===== src/rtl/node_info_streamer_if.sv =====
// node_info_streamer_if: per-node descriptor stream with valid/ready handshake
interface node_info_streamer_if #(
  parameter int ROW_LEN_WIDTH  = 5,
  parameter int NUM_NODE_WIDTH = 5,
  parameter int H_DATA_ADDR_W  = 11,
  parameter int SG_IDX_W       = 4
);
  logic                      valid;
  logic                      ready;
  logic [ROW_LEN_WIDTH-1:0]  row_length;
  logic [NUM_NODE_WIDTH-1:0] num_nodes;
  logic [NUM_NODE_WIDTH-1:0] node_idx;
  logic                      is_source;
  logic                      is_last;
  logic [SG_IDX_W-1:0]       sg_idx;
  logic [H_DATA_ADDR_W-1:0]  h_base;
  modport master (output valid, row_length, num_nodes, node_idx, is_source, is_last, sg_idx, h_base, input ready);
  modport slave (input valid, row_length, num_nodes, node_idx, is_source, is_last, sg_idx, h_base, output ready);
endinterface


===== src/rtl/node_info_streamer.sv =====
// node_info_streamer: walks node-info BRAM records and streams decoded per-node descriptors
module node_info_streamer #(
  parameter int ROW_LEN_WIDTH    = 5,
  parameter int NUM_NODE_WIDTH   = 5,
  parameter int NODE_INFO_ADDR_W = 7,
  parameter int H_DATA_ADDR_W    = 11,
  parameter int SG_IDX_W         = 4
) (
  input  logic                                      clk,
  input  logic                                      rst,
  input  logic                                      start,
  input  logic [NODE_INFO_ADDR_W:0]                 total_nodes,
  output logic                                      busy,
  output logic                                      done,
  output logic                                      ni_en,
  output logic [NODE_INFO_ADDR_W-1:0]               ni_addr,
  input  logic [ROW_LEN_WIDTH+NUM_NODE_WIDTH:0]     ni_dout,
  node_info_streamer_if.master                      out,
  output logic                                      err_framing
);
  localparam int NODE_INFO_WIDTH = ROW_LEN_WIDTH + NUM_NODE_WIDTH + 1;
  typedef enum logic [1:0] {IDLE, FETCH, DRAIN} state_t;
  typedef logic [NODE_INFO_ADDR_W:0] cnt_t;
  typedef struct packed {
    logic [ROW_LEN_WIDTH-1:0]  row_length;
    logic [NUM_NODE_WIDTH-1:0] num_nodes;
    logic [NUM_NODE_WIDTH-1:0] node_idx;
    logic                      is_source;
    logic                      is_last;
    logic [SG_IDX_W-1:0]       sg_idx;
    logic [H_DATA_ADDR_W-1:0]  h_base;
  } desc_t;

  state_t                    state_q, state_d;
  cnt_t                      tot_q, tot_d;
  logic [NODE_INFO_ADDR_W-1:0] addr_q, addr_d;
  logic                      rv_q;
  logic                      done_q, done_d;
  logic                      err_q, err_d;
  logic                      expect_q, expect_d;
  logic                      first_q, first_d;
  logic [NUM_NODE_WIDTH-1:0] size_q, size_d;
  logic [NUM_NODE_WIDTH-1:0] idx_q, idx_d;
  logic [SG_IDX_W-1:0]       sg_q, sg_d;
  logic [H_DATA_ADDR_W-1:0]  acc_q, acc_d;
  desc_t                     mem_q [2];
  desc_t                     mem_d [2];
  logic                      wp_q, wp_d, rp_q, rp_d;
  logic [1:0]                cnt_q, cnt_d;
  logic                      pop, go, last_issue, flag, new_sg;
  logic [ROW_LEN_WIDTH-1:0]  row;
  logic [NUM_NODE_WIDTH-1:0] num;
  desc_t                     desc;

  assign out.valid = cnt_q != 2'd0;
  assign {out.row_length, out.num_nodes, out.node_idx, out.is_source, out.is_last, out.sg_idx, out.h_base} = mem_q[rp_q];
  assign pop = out.valid && out.ready;
  // A read may issue only if the FIFO can still hold it, counting the return already in flight.
  assign ni_en = state_q == FETCH && (3'(cnt_q) + 3'(rv_q) - 3'(pop) < 3'd2);
  assign ni_addr = addr_q;
  assign busy = state_q != IDLE;
  assign done = done_q;
  assign err_framing = err_q;
  assign go = start && state_q == IDLE;
  assign last_issue = ni_en && (cnt_t'(addr_q) + cnt_t'(1) == tot_q);
  assign row = ni_dout[NODE_INFO_WIDTH-1 -: ROW_LEN_WIDTH];
  assign num = ni_dout[NUM_NODE_WIDTH:1];
  assign flag = ni_dout[0];
  assign new_sg = expect_q || flag;

  // Next-state: control, address walk, record decode into the FIFO, FIFO pointers.
  always_comb begin
    state_d = state_q;
    tot_d = tot_q;
    addr_d = addr_q;
    done_d = 1'b0;
    err_d = err_q;
    expect_d = expect_q;
    first_d = first_q;
    size_d = size_q;
    idx_d = idx_q;
    sg_d = sg_q;
    acc_d = acc_q;
    mem_d = mem_q;
    wp_d = wp_q;
    rp_d = pop ? !rp_q : rp_q;
    cnt_d = cnt_q + 2'(rv_q) - 2'(pop);
    desc = '0;
    if (go) begin
      tot_d = total_nodes;
      err_d = 1'b0;
      done_d = total_nodes == '0;
      state_d = total_nodes == '0 ? IDLE : FETCH;
      addr_d = '0;
      expect_d = 1'b1;
      first_d = 1'b1;
      size_d = '0;
      idx_d = '0;
      sg_d = '0;
      acc_d = '0;
      wp_d = 1'b0;
      rp_d = 1'b0;
      cnt_d = 2'd0;
    end
    if (ni_en) begin
      addr_d = last_issue ? addr_q : addr_q + NODE_INFO_ADDR_W'(1);
      state_d = last_issue ? DRAIN : FETCH;
    end
    if (rv_q) begin
      size_d = new_sg ? (num == '0 ? NUM_NODE_WIDTH'(1) : num) : size_q;
      idx_d = new_sg ? '0 : idx_q + NUM_NODE_WIDTH'(1);
      sg_d = new_sg ? (first_q ? '0 : sg_q + SG_IDX_W'(1)) : sg_q;
      first_d = first_q && !new_sg;
      desc = '{row, size_d, idx_d, new_sg, idx_d == size_d - NUM_NODE_WIDTH'(1), sg_d, acc_q};
      expect_d = desc.is_last;
      acc_d = acc_q + H_DATA_ADDR_W'(row);
      err_d = err_q || (flag ^ expect_q) || (new_sg && num == '0);
      mem_d[wp_q] = desc;
      wp_d = !wp_q;
    end
    if (state_q == DRAIN && cnt_q == 2'd1 && pop && !rv_q) begin
      state_d = IDLE;
      done_d = 1'b1;
    end
  end

  // State registers; the read-valid flop drops any BRAM return in flight at reset.
  always_ff @(posedge clk or posedge rst) begin
    if (rst) begin
      state_q <= IDLE;
      tot_q <= '0;
      addr_q <= '0;
      rv_q <= 1'b0;
      done_q <= 1'b0;
      err_q <= 1'b0;
      expect_q <= 1'b1;
      first_q <= 1'b1;
      size_q <= '0;
      idx_q <= '0;
      sg_q <= '0;
      acc_q <= '0;
      mem_q <= '{default: '0};
      wp_q <= 1'b0;
      rp_q <= 1'b0;
      cnt_q <= 2'd0;
    end else begin
      state_q <= state_d;
      tot_q <= tot_d;
      addr_q <= addr_d;
      rv_q <= ni_en;
      done_q <= done_d;
      err_q <= err_d;
      expect_q <= expect_d;
      first_q <= first_d;
      size_q <= size_d;
      idx_q <= idx_d;
      sg_q <= sg_d;
      acc_q <= acc_d;
      mem_q <= mem_d;
      wp_q <= wp_d;
      rp_q <= rp_d;
      cnt_q <= cnt_d;
    end
  end
endmodule


===== src/flat_wrapper.sv =====
// flat-port wrapper written by rule: the top's interface ports become plain ports
module node_info_streamer_flat 
#(
  parameter int ROW_LEN_WIDTH    = 5,
  parameter int NUM_NODE_WIDTH   = 5,
  parameter int NODE_INFO_ADDR_W = 7,
  parameter int H_DATA_ADDR_W    = 11,
  parameter int SG_IDX_W         = 4
)
  (clk, rst, start, total_nodes, busy, done, ni_en, ni_addr, ni_dout, err_framing, out_valid, out_row_length, out_num_nodes, out_node_idx, out_is_source, out_is_last, out_sg_idx, out_h_base, out_ready);
  node_info_streamer_if #(.ROW_LEN_WIDTH(ROW_LEN_WIDTH), .NUM_NODE_WIDTH(NUM_NODE_WIDTH), .H_DATA_ADDR_W(H_DATA_ADDR_W), .SG_IDX_W(SG_IDX_W)) out_i ();
  input  logic clk;
  input  logic rst;
  input  logic start;
  input  logic [NODE_INFO_ADDR_W:0] total_nodes;
  output logic busy;
  output logic done;
  output logic ni_en;
  output logic [NODE_INFO_ADDR_W-1:0] ni_addr;
  input  logic [ROW_LEN_WIDTH+NUM_NODE_WIDTH:0] ni_dout;
  output logic err_framing;
  output wire logic [$bits(out_i.valid)-1:0] out_valid;
  output wire logic [$bits(out_i.row_length)-1:0] out_row_length;
  output wire logic [$bits(out_i.num_nodes)-1:0] out_num_nodes;
  output wire logic [$bits(out_i.node_idx)-1:0] out_node_idx;
  output wire logic [$bits(out_i.is_source)-1:0] out_is_source;
  output wire logic [$bits(out_i.is_last)-1:0] out_is_last;
  output wire logic [$bits(out_i.sg_idx)-1:0] out_sg_idx;
  output wire logic [$bits(out_i.h_base)-1:0] out_h_base;
  input wire logic [$bits(out_i.ready)-1:0] out_ready;
  assign out_valid = out_i.valid;
  assign out_row_length = out_i.row_length;
  assign out_num_nodes = out_i.num_nodes;
  assign out_node_idx = out_i.node_idx;
  assign out_is_source = out_i.is_source;
  assign out_is_last = out_i.is_last;
  assign out_sg_idx = out_i.sg_idx;
  assign out_h_base = out_i.h_base;
  assign out_i.ready = out_ready;
  node_info_streamer #(.ROW_LEN_WIDTH(ROW_LEN_WIDTH), .NUM_NODE_WIDTH(NUM_NODE_WIDTH), .NODE_INFO_ADDR_W(NODE_INFO_ADDR_W), .H_DATA_ADDR_W(H_DATA_ADDR_W), .SG_IDX_W(SG_IDX_W)) u_core (.clk(clk), .rst(rst), .start(start), .total_nodes(total_nodes), .busy(busy), .done(done), .ni_en(ni_en), .ni_addr(ni_addr), .ni_dout(ni_dout), .out(out_i), .err_framing(err_framing));
endmodule

===== config.mk =====
export PLATFORM = sky130hd
export DESIGN_NAME = node_info_streamer_flat
export DESIGN_NICKNAME = d
export VERILOG_FILES = /design/src/rtl/node_info_streamer_if.sv /design/src/rtl/node_info_streamer.sv /design/src/flat_wrapper.sv
export SDC_FILE = /design/constraint.sdc
export NUM_CORES = 1
export LEC_CHECK = 0
export CORE_MARGIN = 4
export CORE_UTILIZATION = 65
export DETAILED_ROUTE_END_ITERATION = 7
export DONT_BUFFER_PORTS = 1
export PLACE_DENSITY = 0.91
export REMOVE_ABC_BUFFERS = 1
export SYNTH_ARGS = -nofsm -noshare
export SYNTH_HDL_FRONTEND = slang
export SYNTH_SLANG_ARGS = --single-unit

===== constraint.sdc =====
create_clock -name clk -period 8.9 [get_ports clk]
set_input_delay 1.335 -clock clk [delete_from_list [all_inputs] [get_ports clk]]
set_output_delay 1.335 -clock clk [all_outputs]
set_load 0.03 [all_outputs]

Word-level counts from Yosys, hierarchy flattened. Index checks and enable logic that the tools add are counted. Widths: inputs -> output; s select.

Register bits: 115. Bits of input ports: 23. Output and inout bits: 44. Word-level logic and storage cells: 116.

Add/subtract/negate cells: 10. Magnitude comparators: 4. Equal/unequal tests: 6. Multiplexer cells: 37. Bitwise gates (word level): 3. Reduce and logical (&&, ||, !) cells: 27.

Operator list (count): $mux 32 (4); $bwmux 64 (1); $demux 32 s1 (1); $mux 5 (6); $mux 11 (2); $mux 7 (3); $mux 4 (4); $add 11x5->11 (1); $mux 1 (11); $logic_and 1x1->1 (10); $mux 2 (5); $reduce_bool 2->1 (5); $add 7x1->8 const B (1); $eq 8x8->1 (1); $logic_not 8->1 (1); $add 7x1->7 const B (1); $add 5x1->5 const B (1); $eq 5x5->1 (1); $logic_not 5->1 (1); $sub 5x1->5 const B (1); $add 4x1->4 const B (1); $eq 2x1->1 const B (2); $ge 2x2->1 const B (2); $logic_not 1->1 (4); 14 further kinds (17).

Longest topological paths before layout.
Word-level depth: 9. Depth in mapped cells: 14. Gate-level depth less buffers: 12.

Worst setup path before layout. Ideal clock, no wire load.

Path type: input -> output. Start: input port out_ready. End: output port ni_en. Arrival: 3.269 ns. Required time: 7.565 ns. Path slack: 4.296 ns. Cell stages on the path: 10. Buffers on the path: 1. Cells stage by stage: and2_1 > ha_1 > inv_1 > ha_1 > inv_1 > fa_1 > xnor2_1 > nand3_1 > nor2_1 > clkbuf_1.

Cells in the longest elaborated chain, start to end: 4.

RTL lines: start: declaration (RTL line flat_wrapper.sv:30) `input wire logic [$bits(out_i.ready)-1:0] out_ready;`; $logic_and 1x1->1 (RTL line node_info_streamer.sv:57) `assign pop = out.valid && out.ready;`; $sub 3x1->3 (RTL line node_info_streamer.sv:59) `assign ni_en = state_q == FETCH && (3'(cnt_q) + 3'(rv_q) - 3'(pop) < 3'd2);`; $lt 3x2->1 (RTL line node_info_streamer.sv:59); $logic_and 1x1->1 (RTL line node_info_streamer.sv:59); end: declaration (RTL line flat_wrapper.sv:18) `output logic ni_en;`.

No other way between the ends.

Final worst setup path.
Start: register u_core.rv_q. End: output port ni_en.

Cells in the longest elaborated chain, start to end: 4.

RTL lines: start: declaration (RTL line node_info_streamer.sv:37) `logic rv_q;`; start signal: assignment (RTL line node_info_streamer.sv:150) `rv_q <= ni_en;`; $add 2x1->3 (RTL line node_info_streamer.sv:59); $sub 3x1->3 (RTL line node_info_streamer.sv:59); $lt 3x2->1 (RTL line node_info_streamer.sv:59); $logic_and 1x1->1 (RTL line node_info_streamer.sv:59).

No other way between the ends.

==> reports/qor.tcl <==
set qor(final.min_clock_period_ps) 5150
set qor(path_clk_slew_ps) 50
set qor(synth_async_sr_flop_share_pct) 100
set qor(timing.final.crit_share_pct) 57.9
set qor(router_iterations_before_antenna_repair) 7
set qor(report.final.setup_viol) 0
set qor(largest_voltage_drop_on_the_vdd_net_mv) 0.200
set qor(worst_path_max_delay_cell) {sky130_fd_sc_hd__dfrtp_1}
set qor(crit_type) {register to output port}
set qor(num_vias) 4294
set qor(cts_max_path_buffers) 2
set qor(global_route.usage.total_pct) 27.7
set qor(drive_gt1_share_pct) 18.6
set qor(clk_latency_ps) 520
set qor(syn_area_um2) 5700
set qor(sequential_fraction_of_the_synthesis_area_pct) 50.5
set qor(final_critical_path_setup_slack_ps) 3750
set qor(fin_nets) 579
set qor(path_common_cell) {sky130_fd_sc_hd__inv_1}
set qor(grt_pass1_vias) 4547
set qor(finish.utilization_pct) 75.1
set qor(synthesis.yosys.warnings) 0
set qor(slew_headroom_pct) 28.0
set qor(synth_enable_flop_cells) 0
set qor(number_of_nets_still_failing_antenna_checks_after_routing) 0
set qor(report.power.total_w) 0.00245
set qor(finalHoldViolations) 0
set qor(design.core.area_um2) 8380
set qor(max_cap_violations) 0
set qor(total_met2_wirelength_after_detailed_routing_um) 6720
set qor(timing_worst_slew_pin_value_ps) 1080
set qor(grt_antenna_before_repair) 0
set qor(synth.ff_latch_count) 115
set qor(postCtsHoldBufs) 0
set qor(syn-mean-instance-area_um2) 10.3
set qor(report.final.slew_viol_count) 0
set qor(overflow) 0
set qor(io-pin-count) 67
set qor(worst_ep_arrival_ps) 3820
set qor(pre_cts_slack_ps) 4480
set qor(antenna-diode-count) 0
set qor(holdCritPathClass) {register to register}
set qor(status) {completed}
set qor(largest_net_degree_at_the_start_of_global_routing) 79
set qor(htree_num_levels) 4
set qor(post-route-cell-area_um2) 6300
set qor(critPathCaptureType) {output port}
set qor(detailroute.wirelength.met3_um) 958
set qor(topRoutingLayerUsed) {met4}
set qor(worstSetupStartpointType) {register}
set qor(cellLeakagePower_nw) 2.86
set qor(setup_repair_after_global_routing_missed_its_margin) {no}
set qor(viasPerCell) 6.51
set qor(grt_first_pass_wirelength_um) 22100
set qor(cts_num_sinks) 115
set qor(floorplan.initialDensity_pct) 68.0
set qor(worst_path_largest_cell_delay_ps) 940
set qor(total_clock_buffers_created_by_cts) 17
set qor(die_height_um) 102
set qor(metal1_wirelength_um) 5010
set qor(postSynth.topFlopCell) {sky130_fd_sc_hd__dfrtp_1}
set qor(area_growth_syn_to_layout_pct) 10.5
set qor(power_density_of_the_placed_cells_nw_per_um2) 389
set qor(postPlaceCellArea_um2) 5720
set qor(port-buffer-count) 0
set qor(remaining_drc_errors) 0
set qor(fmax_ghz) 0.194
set qor(wl_um) 13100
set qor(die-width_um) 102
set qor(drt-initial-drc-count) 340
set qor(cts_post_setup_buffers_inserted) 0
set qor(postSynthCellCount) 551
set qor(crit_required_ps) 7570
set qor(design.die.area_um2) 10300
set qor(critPathMaxFanout) 29
set qor(synth.lib_cells_used.distinct) 52
set qor(timing.setup.tns_ps) 0
set qor(gp_congestion) 0.863
set qor(place_hpwl_um) 7860
set qor(cts_repair_resize_count) 0
set qor(timing.critical_path.cells) {inv_1 -> ha_1 -> inv_1 -> ha_1 -> inv_1 -> fa_1 -> xnor2_1 -> nand3_1 -> nor2_1 -> buf_4}
set qor(avgRoutedWirePerCell_um) 19.8
set qor(cell_chosen_for_the_clock_root) {sky130_fd_sc_hd__clkbuf_8}
set qor(skew_ps) 7.19
set qor(clock_tree_from_tritoncts) {built}
set qor(placement_row_count) 33
==> synthesized netlist by cell type, types with 2 or more instances <==
cell / n / area (um2)
sky130_fd_sc_hd__xnor2_1: 17 / 149
sky130_fd_sc_hd__and2_1: 3 / 18.8
sky130_fd_sc_hd__or4_1: 3 / 22.5
sky130_fd_sc_hd__fa_1: 2 / 40.0
sky130_fd_sc_hd__o31ai_1: 2 / 15.0
sky130_fd_sc_hd__a31o_2: 2 / 17.5
sky130_fd_sc_hd__ha_1: 12 / 150
sky130_fd_sc_hd__dfstp_2: 2 / 52.6
sky130_fd_sc_hd__buf_6: 2 / 22.5
sky130_fd_sc_hd__dfrtp_1: 113 / 2830
sky130_fd_sc_hd__nor3_1: 6 / 30.0
sky130_fd_sc_hd__inv_1: 11 / 41.3
sky130_fd_sc_hd__or2_2: 4 / 25.0
sky130_fd_sc_hd__o2111ai_1: 2 / 17.5
sky130_fd_sc_hd__nor2_1: 17 / 63.8
sky130_fd_sc_hd__xor2_1: 7 / 61.3
sky130_fd_sc_hd__o211ai_1: 7 / 52.6
sky130_fd_sc_hd__a21o_1: 2 / 15.0
sky130_fd_sc_hd__nor3b_1: 2 / 15.0
sky130_fd_sc_hd__o21ai_0: 62 / 310
sky130_fd_sc_hd__mux2_2: 58 / 653
sky130_fd_sc_hd__a22o_1: 2 / 17.5
sky130_fd_sc_hd__nor4_1: 2 / 12.5
sky130_fd_sc_hd__clkbuf_1: 27 / 101
sky130_fd_sc_hd__a21oi_1: 10 / 50.1
sky130_fd_sc_hd__o22ai_1: 5 / 31.3
sky130_fd_sc_hd__nand2b_1: 4 / 25.0
sky130_fd_sc_hd__nand3b_1: 2 / 15.0
sky130_fd_sc_hd__nand2_1: 109 / 409
sky130_fd_sc_hd__mux2i_1: 9 / 90.1
sky130_fd_sc_hd__o21bai_1: 4 / 30.0
sky130_fd_sc_hd__nand3_1: 20 / 100
sky130_fd_sc_hd__buf_1: 2 / 7.51
==> routing by layer <==
metal,vias up,global-route usage [%]
met2,211,46.3
met3,42,8.06
met1,2137,33.1
met4,0,12.7
li1,1904,-
met5,-,0
==> cells by family (layout without fill, tap and decap cells) <==
logic type | after synthesis | in the layout | share of synthesized area (%)
AO/OA/AOI/OAI | 106 | 106 | 11.5
XOR/XNOR | 25 | 25 | 4.10
adder cells (fa/ha/maj) | 14 | 14 | 3.34
buffers and inverters | 43 | 47 | 3.27
flip-flops | 115 | 115 | 50.5
multiplexers | 67 | 67 | 13.0
AND/OR/NAND/NOR | 181 | 181 | 14.3
==> registers in the layout, summed over array words and instances (netlist names), 2 cells and up <==
| signal | cells |
|---|---|
| u_core.mem_q | 64 |
| u_core.size_q | 5 |
| u_core.tot_q | 8 |
| u_core.idx_q | 5 |
| u_core.cnt_q | 2 |
| u_core.acc_q | 11 |
| u_core.sg_q | 4 |
| u_core.state_q | 2 |
| u_core.ni_addr | 7 |
==> power by group <==
group,switching (W),leakage [nW],total (W),internal [W]
registers,0.000174,1.50,0.000885,0.000711
clock network,0.000224,0.283,0.000659,0.000435
logic,0.000577,1.08,0.000904,0.000327
total,0.000975,2.86,0.00245,0.00147
==> critical path: cells and delay by family, from the launching register on <==
family / cells / cell delay (ps)
simple gates: 2 / 230
buf+inv: 4 / 1010
xor+xnor: 1 / 150
flops: 1 / 940
fa+ha+maj: 3 / 950
==> area by class of cell <==
class                   instances  area (um2)
clock inverters                 4        70.1
multi-input cells             393        2640
fillers                       511        2080
flip-flops and latches        115        2880
well taps                     105         131
repair buffers                  4        30.0
inverters                      11        43.8
clock buffers                  28         505
==> cells in the final DEF, fill, tap and decap left out, types with 3 or more instances in the layout <==
| master | count |
|---|---|
| sky130_fd_sc_hd__a21oi_1 | 10 |
| sky130_fd_sc_hd__and2_1 | 3 |
| sky130_fd_sc_hd__buf_4 | 4 |
| sky130_fd_sc_hd__clkbuf_1 | 6 |
| sky130_fd_sc_hd__clkbuf_16 | 16 |
| sky130_fd_sc_hd__clkbuf_8 | 6 |
| sky130_fd_sc_hd__dfrtp_1 | 113 |
| sky130_fd_sc_hd__ha_1 | 12 |
| sky130_fd_sc_hd__inv_1 | 10 |
| sky130_fd_sc_hd__mux2_2 | 58 |
| sky130_fd_sc_hd__mux2i_1 | 9 |
| sky130_fd_sc_hd__nand2_1 | 109 |
| sky130_fd_sc_hd__nand2b_1 | 3 |
| sky130_fd_sc_hd__nand3_1 | 20 |
| sky130_fd_sc_hd__nor2_1 | 17 |
| sky130_fd_sc_hd__nor3_1 | 6 |
| sky130_fd_sc_hd__o211ai_1 | 7 |
| sky130_fd_sc_hd__o21ai_0 | 62 |
| sky130_fd_sc_hd__o21bai_1 | 4 |
| sky130_fd_sc_hd__o22ai_1 | 5 |
| sky130_fd_sc_hd__or2_2 | 4 |
| sky130_fd_sc_hd__or4_1 | 3 |
| sky130_fd_sc_hd__xnor2_1 | 17 |
| sky130_fd_sc_hd__xor2_1 | 7 |
==> worst paths after layout <==
kind                                         startpoint                             to  slack, ps  cells after the start
hold reg to reg            u_core.mem_q[58]$_DFFE_PP0P_   u_core.mem_q[58]$_DFFE_PP0P_        470                      2
setup reg to reg                  u_core.rv_q$_DFF_PP0_  u_core.ni_addr[0]$_DFFE_PP0P_       5040                     12
hold / removal             u_core.mem_q[58]$_DFFE_PP0P_   u_core.mem_q[58]$_DFFE_PP0P_        470                      2
min in group asynchronous                           rst    u_core.tot_q[3]$_DFFE_PP0P_        710                      1
max in group asynchronous                           rst   u_core.mem_q[35]$_DFFE_PP0P_       6840                      2
setup / recovery                  u_core.rv_q$_DFF_PP0_                          ni_en       3750                     10
==> through the flow <==
step           std cells  hold slack (ps)
2_1_floorplan        519              444
3_3_place_gp         628              456
3_5_place_dp         628              466
4_1_cts              660              478
5_1_grt              660              493
6_report             660              473
No activity file was read; power rests on OpenSTA's default activity.
